--- src/rtl/alu_ctrl_pkg.sv ---
// alu_ctrl shared opcodes, FSM states and header constants.
// Macro ALU_CTRL_DIV_EN makes the divide opcode legal.
package alu_ctrl_pkg;

  typedef enum logic [7:0] {
    OP_ECHO = 8'hEC,
    OP_ADD  = 8'hA5,
    OP_MUL  = 8'hB6,
    OP_DIV  = 8'hC7
  } opcode_e;

  typedef enum logic [2:0] {
    S_IDLE,
    S_HDR,
    S_ECHO,
    S_OPND,
    S_SEND,
    S_DRAIN
  } state_e;

  localparam int HDR_BYTES = 4;

  function automatic logic op_legal(input logic [7:0] op);
    logic ok;
    ok = (op == OP_ECHO) || (op == OP_ADD) || (op == OP_MUL);
`ifdef ALU_CTRL_DIV_EN
    ok = ok || (op == OP_DIV);
`endif
    return ok;
  endfunction

endpackage

--- src/rtl/alu_ctrl_mul.sv ---
// Iterative shift-add multiplier, one operand bit per cycle.
// Only the low W bits of the product are kept.
module alu_ctrl_mul #(
  parameter int W = 32
) (
  input  logic         clk_i,
  input  logic         reset_ni,
  input  logic         start_i,
  input  logic [W-1:0] a_i,
  input  logic [W-1:0] b_i,
  output logic         busy_o,
  output logic         done_o,
  output logic [W-1:0] p_o
);

  localparam int CW = $clog2(W + 1);

  logic [W-1:0]  a_q;
  logic [W-1:0]  b_q;
  logic [W-1:0]  p_q;
  logic [CW-1:0] cnt_q;
  logic [W-1:0]  p_next;

  assign p_next = b_q[0] ? p_q + a_q : p_q;
  // done fires on the final iteration so the result is usable at once
  assign done_o = busy_o && (cnt_q == CW'(1));
  assign p_o    = p_next;

  always_ff @(posedge clk_i or negedge reset_ni) begin
    if (!reset_ni) begin
      a_q    <= '0;
      b_q    <= '0;
      p_q    <= '0;
      cnt_q  <= '0;
      busy_o <= 1'b0;
    end else if (start_i) begin
      a_q    <= a_i;
      b_q    <= b_i;
      p_q    <= '0;
      cnt_q  <= CW'(W);
      busy_o <= 1'b1;
    end else if (busy_o) begin
      p_q   <= p_next;
      a_q   <= a_q << 1;
      b_q   <= b_q >> 1;
      cnt_q <= cnt_q - CW'(1);
      if (cnt_q == CW'(1)) busy_o <= 1'b0;
    end
  end

endmodule

--- src/rtl/alu_ctrl.sv ---
// Packet controller between UART rx and tx byte streams: echo, add, mul.
// Macro ALU_CTRL_DIV_EN adds opcode 0xC7 (restoring divide).
module alu_ctrl
  import alu_ctrl_pkg::*;
#(
  parameter int DATA_WIDTH_P    = 8,
  parameter int OPERAND_WIDTH_P = 32,
  parameter int MAX_LEN_P       = 1024
) (
  input  logic                    clk_i,
  input  logic                    reset_ni,
  input  logic [DATA_WIDTH_P-1:0] rx_data_i,
  input  logic                    rx_valid_i,
  output logic                    rx_ready_o,
  output logic [DATA_WIDTH_P-1:0] tx_data_o,
  output logic                    tx_valid_o,
  input  logic                    tx_ready_i,
  output logic                    busy_o,
  output logic                    err_o
);

  localparam int W  = OPERAND_WIDTH_P;
  localparam int NB = OPERAND_WIDTH_P / DATA_WIDTH_P;
  localparam int BW = (NB > 1) ? $clog2(NB) : 1;
  localparam logic [15:0] HDR_W = 16'(HDR_BYTES);
  localparam logic [15:0] MAX_W = 16'(MAX_LEN_P);

  if (DATA_WIDTH_P != 8) begin : g_dw_chk
    $error("alu_ctrl: DATA_WIDTH_P must be 8");
  end
  if (OPERAND_WIDTH_P % DATA_WIDTH_P != 0) begin : g_ow_chk
    $error("alu_ctrl: OPERAND_WIDTH_P must be a multiple of DATA_WIDTH_P");
  end

  state_e      state_q;
  logic        run_q;
  logic [7:0]  op_q;
  logic [15:0] cnt_q;
  logic [15:0] len_q;
  logic [BW-1:0] bidx_q;
  logic [BW-1:0] sidx_q;
  logic [W-1:0]  opbuf_q;
  logic [W-1:0]  acc_q;
  logic        pend_last_q;
  logic        err_q;

  logic        rx_hs;
  logic        tx_hs;
  logic        opnd_hs;
  logic        last;
  logic        apply;
  logic [15:0] len_full;
  logic        hdr_bad;
  logic [W-1:0] op_next;
  logic        is_add;
  logic        is_mul;

  logic         mul_start;
  logic         mul_busy;
  logic         mul_done;
  logic [W-1:0] mul_p;
  logic         div_busy;
  logic         div_done;
  logic [W-1:0] div_res;

  assign rx_hs    = rx_valid_i & rx_ready_o;
  assign tx_hs    = tx_valid_o & tx_ready_i;
  assign opnd_hs  = (state_q == S_OPND) & rx_hs;
  assign last     = (cnt_q == len_q - 16'd1);
  assign apply    = (bidx_q == BW'(NB - 1)) | last;
  assign len_full = {rx_data_i, len_q[7:0]};
  assign hdr_bad  = !op_legal(op_q) || (len_full < HDR_W) || (len_full > MAX_W);
  assign op_next  = opbuf_q | (W'(rx_data_i) << (DATA_WIDTH_P * int'(bidx_q)));
  assign is_add   = (op_q == OP_ADD);
  assign is_mul   = (op_q == OP_MUL);
  assign mul_start = opnd_hs & apply & is_mul;
  assign busy_o   = (state_q != S_IDLE);
  assign err_o    = err_q;

  alu_ctrl_mul #(
    .W(W)
  ) u_mul (
    .clk_i   (clk_i),
    .reset_ni(reset_ni),
    .start_i (mul_start),
    .a_i     (acc_q),
    .b_i     (op_next),
    .busy_o  (mul_busy),
    .done_o  (mul_done),
    .p_o     (mul_p)
  );

`ifdef ALU_CTRL_DIV_EN
  localparam int CW = $clog2(W + 1);

  logic          is_div;
  logic          first_q;
  logic          div_start;
  logic [CW-1:0] div_cnt_q;
  logic [W-1:0]  div_rem_q;
  logic [W-1:0]  div_quo_q;
  logic [W-1:0]  div_den_q;
  logic [W:0]    div_sh;
  logic [W:0]    div_trial;

  assign is_div    = (op_q == OP_DIV);
  assign div_start = opnd_hs & apply & is_div & !first_q & (op_next != '0);
  assign div_sh    = {div_rem_q, div_quo_q[W-1]};
  assign div_trial = div_sh - {1'b0, div_den_q};
  assign div_res   = {div_quo_q[W-2:0], !div_trial[W]};
  assign div_done  = div_busy && (div_cnt_q == CW'(1));

  always_ff @(posedge clk_i or negedge reset_ni) begin
    if (!reset_ni) begin
      div_busy  <= 1'b0;
      div_cnt_q <= '0;
      div_rem_q <= '0;
      div_quo_q <= '0;
      div_den_q <= '0;
    end else if (div_start) begin
      div_busy  <= 1'b1;
      div_cnt_q <= CW'(W);
      div_rem_q <= '0;
      div_quo_q <= acc_q;
      div_den_q <= op_next;
    end else if (div_busy) begin
      div_rem_q <= div_trial[W] ? div_sh[W-1:0] : div_trial[W-1:0];
      div_quo_q <= div_res;
      div_cnt_q <= div_cnt_q - CW'(1);
      if (div_cnt_q == CW'(1)) div_busy <= 1'b0;
    end
  end
`else
  assign div_busy = 1'b0;
  assign div_done = 1'b0;
  assign div_res  = '0;
`endif

  always_comb begin
    rx_ready_o = 1'b0;
    tx_valid_o = 1'b0;
    tx_data_o  = '0;
    unique case (state_q)
      S_IDLE, S_HDR, S_DRAIN: rx_ready_o = run_q;
      S_ECHO: begin
        tx_data_o  = rx_data_i;
        tx_valid_o = rx_valid_i;
        rx_ready_o = tx_ready_i;
      end
      S_OPND: rx_ready_o = !(mul_busy | div_busy | pend_last_q);
      S_SEND: begin
        tx_valid_o = 1'b1;
        tx_data_o  = acc_q[int'(sidx_q) * DATA_WIDTH_P +: DATA_WIDTH_P];
      end
      default: ;
    endcase
  end

  always_ff @(posedge clk_i or negedge reset_ni) begin
    if (!reset_ni) begin
      state_q     <= S_IDLE;
      run_q       <= 1'b0;
      op_q        <= '0;
      cnt_q       <= '0;
      len_q       <= '0;
      bidx_q      <= '0;
      sidx_q      <= '0;
      opbuf_q     <= '0;
      acc_q       <= '0;
      pend_last_q <= 1'b0;
      err_q       <= 1'b0;
`ifdef ALU_CTRL_DIV_EN
      first_q     <= 1'b0;
`endif
    end else begin
      run_q <= 1'b1;
      err_q <= 1'b0;
      unique case (state_q)
        S_IDLE: if (rx_hs) begin
          op_q    <= rx_data_i;
          cnt_q   <= 16'd1;
          state_q <= S_HDR;
        end
        S_HDR: if (rx_hs) begin
          cnt_q <= cnt_q + 16'd1;
          if (cnt_q == HDR_W - 16'd2) len_q[7:0] <= rx_data_i;
          if (cnt_q == HDR_W - 16'd1) begin
            len_q       <= len_full;
            bidx_q      <= '0;
            sidx_q      <= '0;
            opbuf_q     <= '0;
            pend_last_q <= 1'b0;
            acc_q       <= is_mul ? W'(1) : '0;
`ifdef ALU_CTRL_DIV_EN
            first_q     <= 1'b1;
`endif
            if (hdr_bad) begin
              err_q   <= 1'b1;
              // nothing left to discard when LEN covers only the header
              state_q <= (len_full > HDR_W) ? S_DRAIN : S_IDLE;
            end else if (len_full == HDR_W) begin
              state_q <= (op_q == OP_ECHO) ? S_IDLE : S_SEND;
            end else begin
              state_q <= (op_q == OP_ECHO) ? S_ECHO : S_OPND;
            end
          end
        end
        S_ECHO: if (rx_hs) begin
          cnt_q <= cnt_q + 16'd1;
          if (last) state_q <= S_IDLE;
        end
        S_OPND: begin
          if (mul_done | div_done) begin
            acc_q <= mul_done ? mul_p : div_res;
            if (pend_last_q) begin
              pend_last_q <= 1'b0;
              state_q     <= S_SEND;
            end
          end
          if (rx_hs) begin
            cnt_q   <= cnt_q + 16'd1;
            bidx_q  <= apply ? '0 : bidx_q + BW'(1);
            opbuf_q <= apply ? '0 : op_next;
            if (apply) begin
              unique case (1'b1)
                is_add: begin
                  acc_q <= acc_q + op_next;
                  if (last) state_q <= S_SEND;
                end
                is_mul: pend_last_q <= last;
`ifdef ALU_CTRL_DIV_EN
                is_div: begin
                  first_q <= 1'b0;
                  if (first_q || op_next == '0) begin
                    acc_q <= first_q ? op_next : '1;
                    err_q <= !first_q;
                    if (last) state_q <= S_SEND;
                  end else begin
                    pend_last_q <= last;
                  end
                end
`endif
                default: ;
              endcase
            end
          end
        end
        S_SEND: if (tx_hs) begin
          sidx_q <= sidx_q + BW'(1);
          if (sidx_q == BW'(NB - 1)) state_q <= S_IDLE;
        end
        S_DRAIN: if (rx_hs) begin
          cnt_q <= cnt_q + 16'd1;
          if (last) state_q <= S_IDLE;
        end
        default: state_q <= S_IDLE;
      endcase
    end
  end

endmodule

--- config.mk ---
export PLATFORM = sky130hd
export DESIGN_NAME = alu_ctrl
export DESIGN_NICKNAME = d
export VERILOG_FILES = /design/src/rtl/alu_ctrl_pkg.sv /design/src/rtl/alu_ctrl_mul.sv /design/src/rtl/alu_ctrl.sv
export SDC_FILE = /design/constraint.sdc
export NUM_CORES = 1
export LEC_CHECK = 0
export BUFFER_PORTS_ARGS = -buffer_cell sky130_fd_sc_hd__buf_2
export CAP_MARGIN = 10
export CORE_MARGIN = 8
export CORE_UTILIZATION = 55
export DETAILED_ROUTE_END_ITERATION = 6
export PLACE_DENSITY = 0.71
export SLEW_MARGIN = 20
export SYNTH_ARGS = -nofsm -noshare
export SYNTH_HDL_FRONTEND = slang
export SYNTH_SLANG_ARGS = --single-unit
--- constraint.sdc ---
create_clock -name clk_i -period 3.8 [get_ports clk_i]
set_input_delay 0.57 -clock clk_i [delete_from_list [all_inputs] [get_ports clk_i]]
set_output_delay 0.57 -clock clk_i [all_outputs]
set_load 0.005 [all_outputs]
==> metrics.txt <==
# diodes=0; met3 Use GR=3.16%; largest net degree at the start of global routing=105; Initial Utilization=55.3%; Post-synth top flop=dfrtp_1; layout cell share with drive strength beyond 1=11.6%; TritonCTS buffer count=26; Cell Pwr Density=326 nW/um^2; Root Driver=clkbuf_16; DRT Wirelength=39600 um; chip height=177 um; vias in the first global route=12100; worst r2r path cells=10; Final period util=95.4%; filler instances=2213; crit path time final=3.62 ns; Worst-Margin Slew=1.00 ns; Clk pin slew, worst setup/hold paths=0.07 ns; Distinct cells, synth=76; Yosys reg bits=217; Data required, critical path=4.21 ns; CTS Hold Bufs=0; startpoint types=flip-flop; htree depth=1; Critical Path Sink Type=flip-flop; count leader, synth=dfrtp_1; CTS Sinks=217; WHS=0.103 ns; maxcap violations=0; routed len/inst=20.5 um; EDFF count, synth=0; later-pin clock latency in the skew report=0.54 ns; crit-path cells=or4_1 > nor3_1 > mux2i_1 > a21oi_1 > nand4b_1 > o21ba_2 > buf_4 > o211ai_1 > nand2_1 > a221o_1; Pleak=0.00786 uW; peak per-stage delay on the critical path=0.69 ns; DRT iter0 DRCs=1042; Ports=24; Synth top area share=38.1%; GRT busiest layer=met2; Final Max Tran Viols=0; YS warnings=0; Max VDD drop=0.461 mV; CP arrival=4.04 ns; placed cell area=14900 um^2; gr ovfl total=0; post-DP HPWL=28600 um; Synth Area per Inst=9.12 um^2; Residual DRC=0; antenna-violating nets left=0; RSZ-0062 raised after global routing=no; first-pass GRT wire length=64500 um; sequential area share after synthesis=38.1%; post-route cell area=15900 um^2; kind of critical path=flip-flop to flip-flop; Die Area=31300 um^2; Slowest-stage cell, CP=or4_1; Post-Synthesis Cells=1563; Hold Fails Final Rpt=0; CTS tree=done; synth cell count leaders=dfrtp_1 (217), nand2_1 (157), a21oi_1 (129), nor2_1 (119), o21ai_0 (80); Max clock buf depth=3; met1 track demand over resource=33.0%; core area=25800 um^2; Fin Clk Skew=0.0209 ns; width of the die=177 um; port bufs=23; Area contributors post-synth=dfrtp_1 (38%), ha_1 (6.1%), a21oi_1 (4.5%); initial antenna violation count=1; status=completed; highest clock rate=276 MHz; setup TNS=0 ns; GP Congestion=0.934; final setup violation count=0; Tot GR Track Use=25.3%; Avg Vias per Cell=6.39; Mapped Area=14200 um^2; Global Route met2 Usage=42.7%; NumNets Final=1660; post-synth net total=1646; CP max FO=14; FP Rows=59; Relative slew margins=33.1%; Synth area leader=dfrtp_1; router iterations before antenna repair=6; Area Overhead vs Synth=11.6%; worst hold path type=input pin to async pin; ys async rst share=100%; vias=12300
[logic make-up (layout without fill, tap and decap cells)]
family          Yosys count  count (layout)  share of synthesized area [%]
simple gates            459             459                           15.4
compound gates          489             489                           23.7
fa+ha+maj                71              71                           6.34
xor+xnor                 87              87                           5.35
other cells               1               1                         0.0263
buf+inv                 154             188                           4.14
mux                      85              85                           6.93
flops                   217             217                           38.1
[worst max-delay path, delay by kind of cell (launching register included)]
kind	cells	cell delay (ns)
and+or+nand+nor	4	1.63
AOI/OAI and AO/OA	4	1.08
DFF	1	0.37
muxes	1	0.22
buffers and inverters	1	0.18
[metal layers]
layer / share of wire (%) / vias to the layer above
li1: - / 5773
met2: 49 / 379
met3: 5.1 / 96
met5: 0 / -
met4: 3.7 / 0
met1: 43 / 6098
[final timing paths]
path                       slack, ns          from              to
hold reg to reg                 0.48   opbuf_q[21]     opbuf_q[21]
setup / recovery                0.18      len_q[3]       acc_q[11]
max in group asynchronous       2.80      reset_ni   u_mul.a_q[27]
hold / removal                  0.10      reset_ni  u_mul.cnt_q[5]
min in group clk_i              0.41  rx_data_i[3]        len_q[3]
setup reg to reg                0.18      len_q[3]       acc_q[11]
[power by group]
part / total, uW / internal (uW) / switching, uW / leakage [uW]
registers: 2330 / 2320 / 11.6 / 0.00290
logic: 180 / 58.1 / 122 / 0.00452
clock network: 2680 / 1620 / 1060 / 0.000444
[flip-flops by register name (all words and copies together) (netlist names)]
name,flops
bidx_q,2
u_mul.b_q,32
u_mul.busy_o,1
u_mul.p_q,32
len_q,16
op_q,8
cnt_q,16
sidx_q,2
pend_last_q,1
run_q,1
u_mul.cnt_q,6
state_q,3
u_mul.a_q,32
acc_q,32
err_o,1
opbuf_q,32
[stage by stage]
stage          instances  setup slack [ns]  power, uW  util [%]
2_1_floorplan       1563             0.293       2460         -
3_3_place_gp        1883             0.131       2550      57.9
3_5_place_dp        1883            0.0899       2560      57.9
4_1_cts             1931            0.0234       5230      61.5
5_1_grt             1932           0.00606       5340      61.7
6_report            1932             0.175       5190      61.7
[cell type report]
type                            instances  area (um^2)  share of cell area [%]
Multi-Input combinational cell       1192         8280                    52.1
Sequential cell                       217         5440                    34.2
Clock buffer                           30          707                    4.44
Timing Repair Buffer                   76          598                    3.76
Tap cell                              335          419                    2.64
Inverter                               64          240                    1.51
Clock inverter                         18          224                    1.41
[cell usage in the layout, fill, tap and decap left out, types with 27 or more instances in the layout]
| master | n |
|---|---|
| a21o_1 | 60 |
| a21oi_1 | 129 |
| a221o_1 | 49 |
| a22o_1 | 39 |
| buf_4 | 47 |
| clkbuf_16 | 27 |
| dfrtp_1 | 215 |
| ha_1 | 69 |
| inv_1 | 64 |
| mux2_2 | 29 |
| mux2i_1 | 48 |
| nand2_1 | 157 |
| nand3_1 | 28 |
| nor2_1 | 117 |
| nor3_1 | 27 |
| o21ai_0 | 77 |
| xnor2_1 | 59 |
| xor2_1 | 28 |
[repair_timing]
action                     CTS  global route
setup endpoints to repair    0            18
gates resized for setup      0            13
setup buffers                0             1
Power figures use the tool's default switching activity.
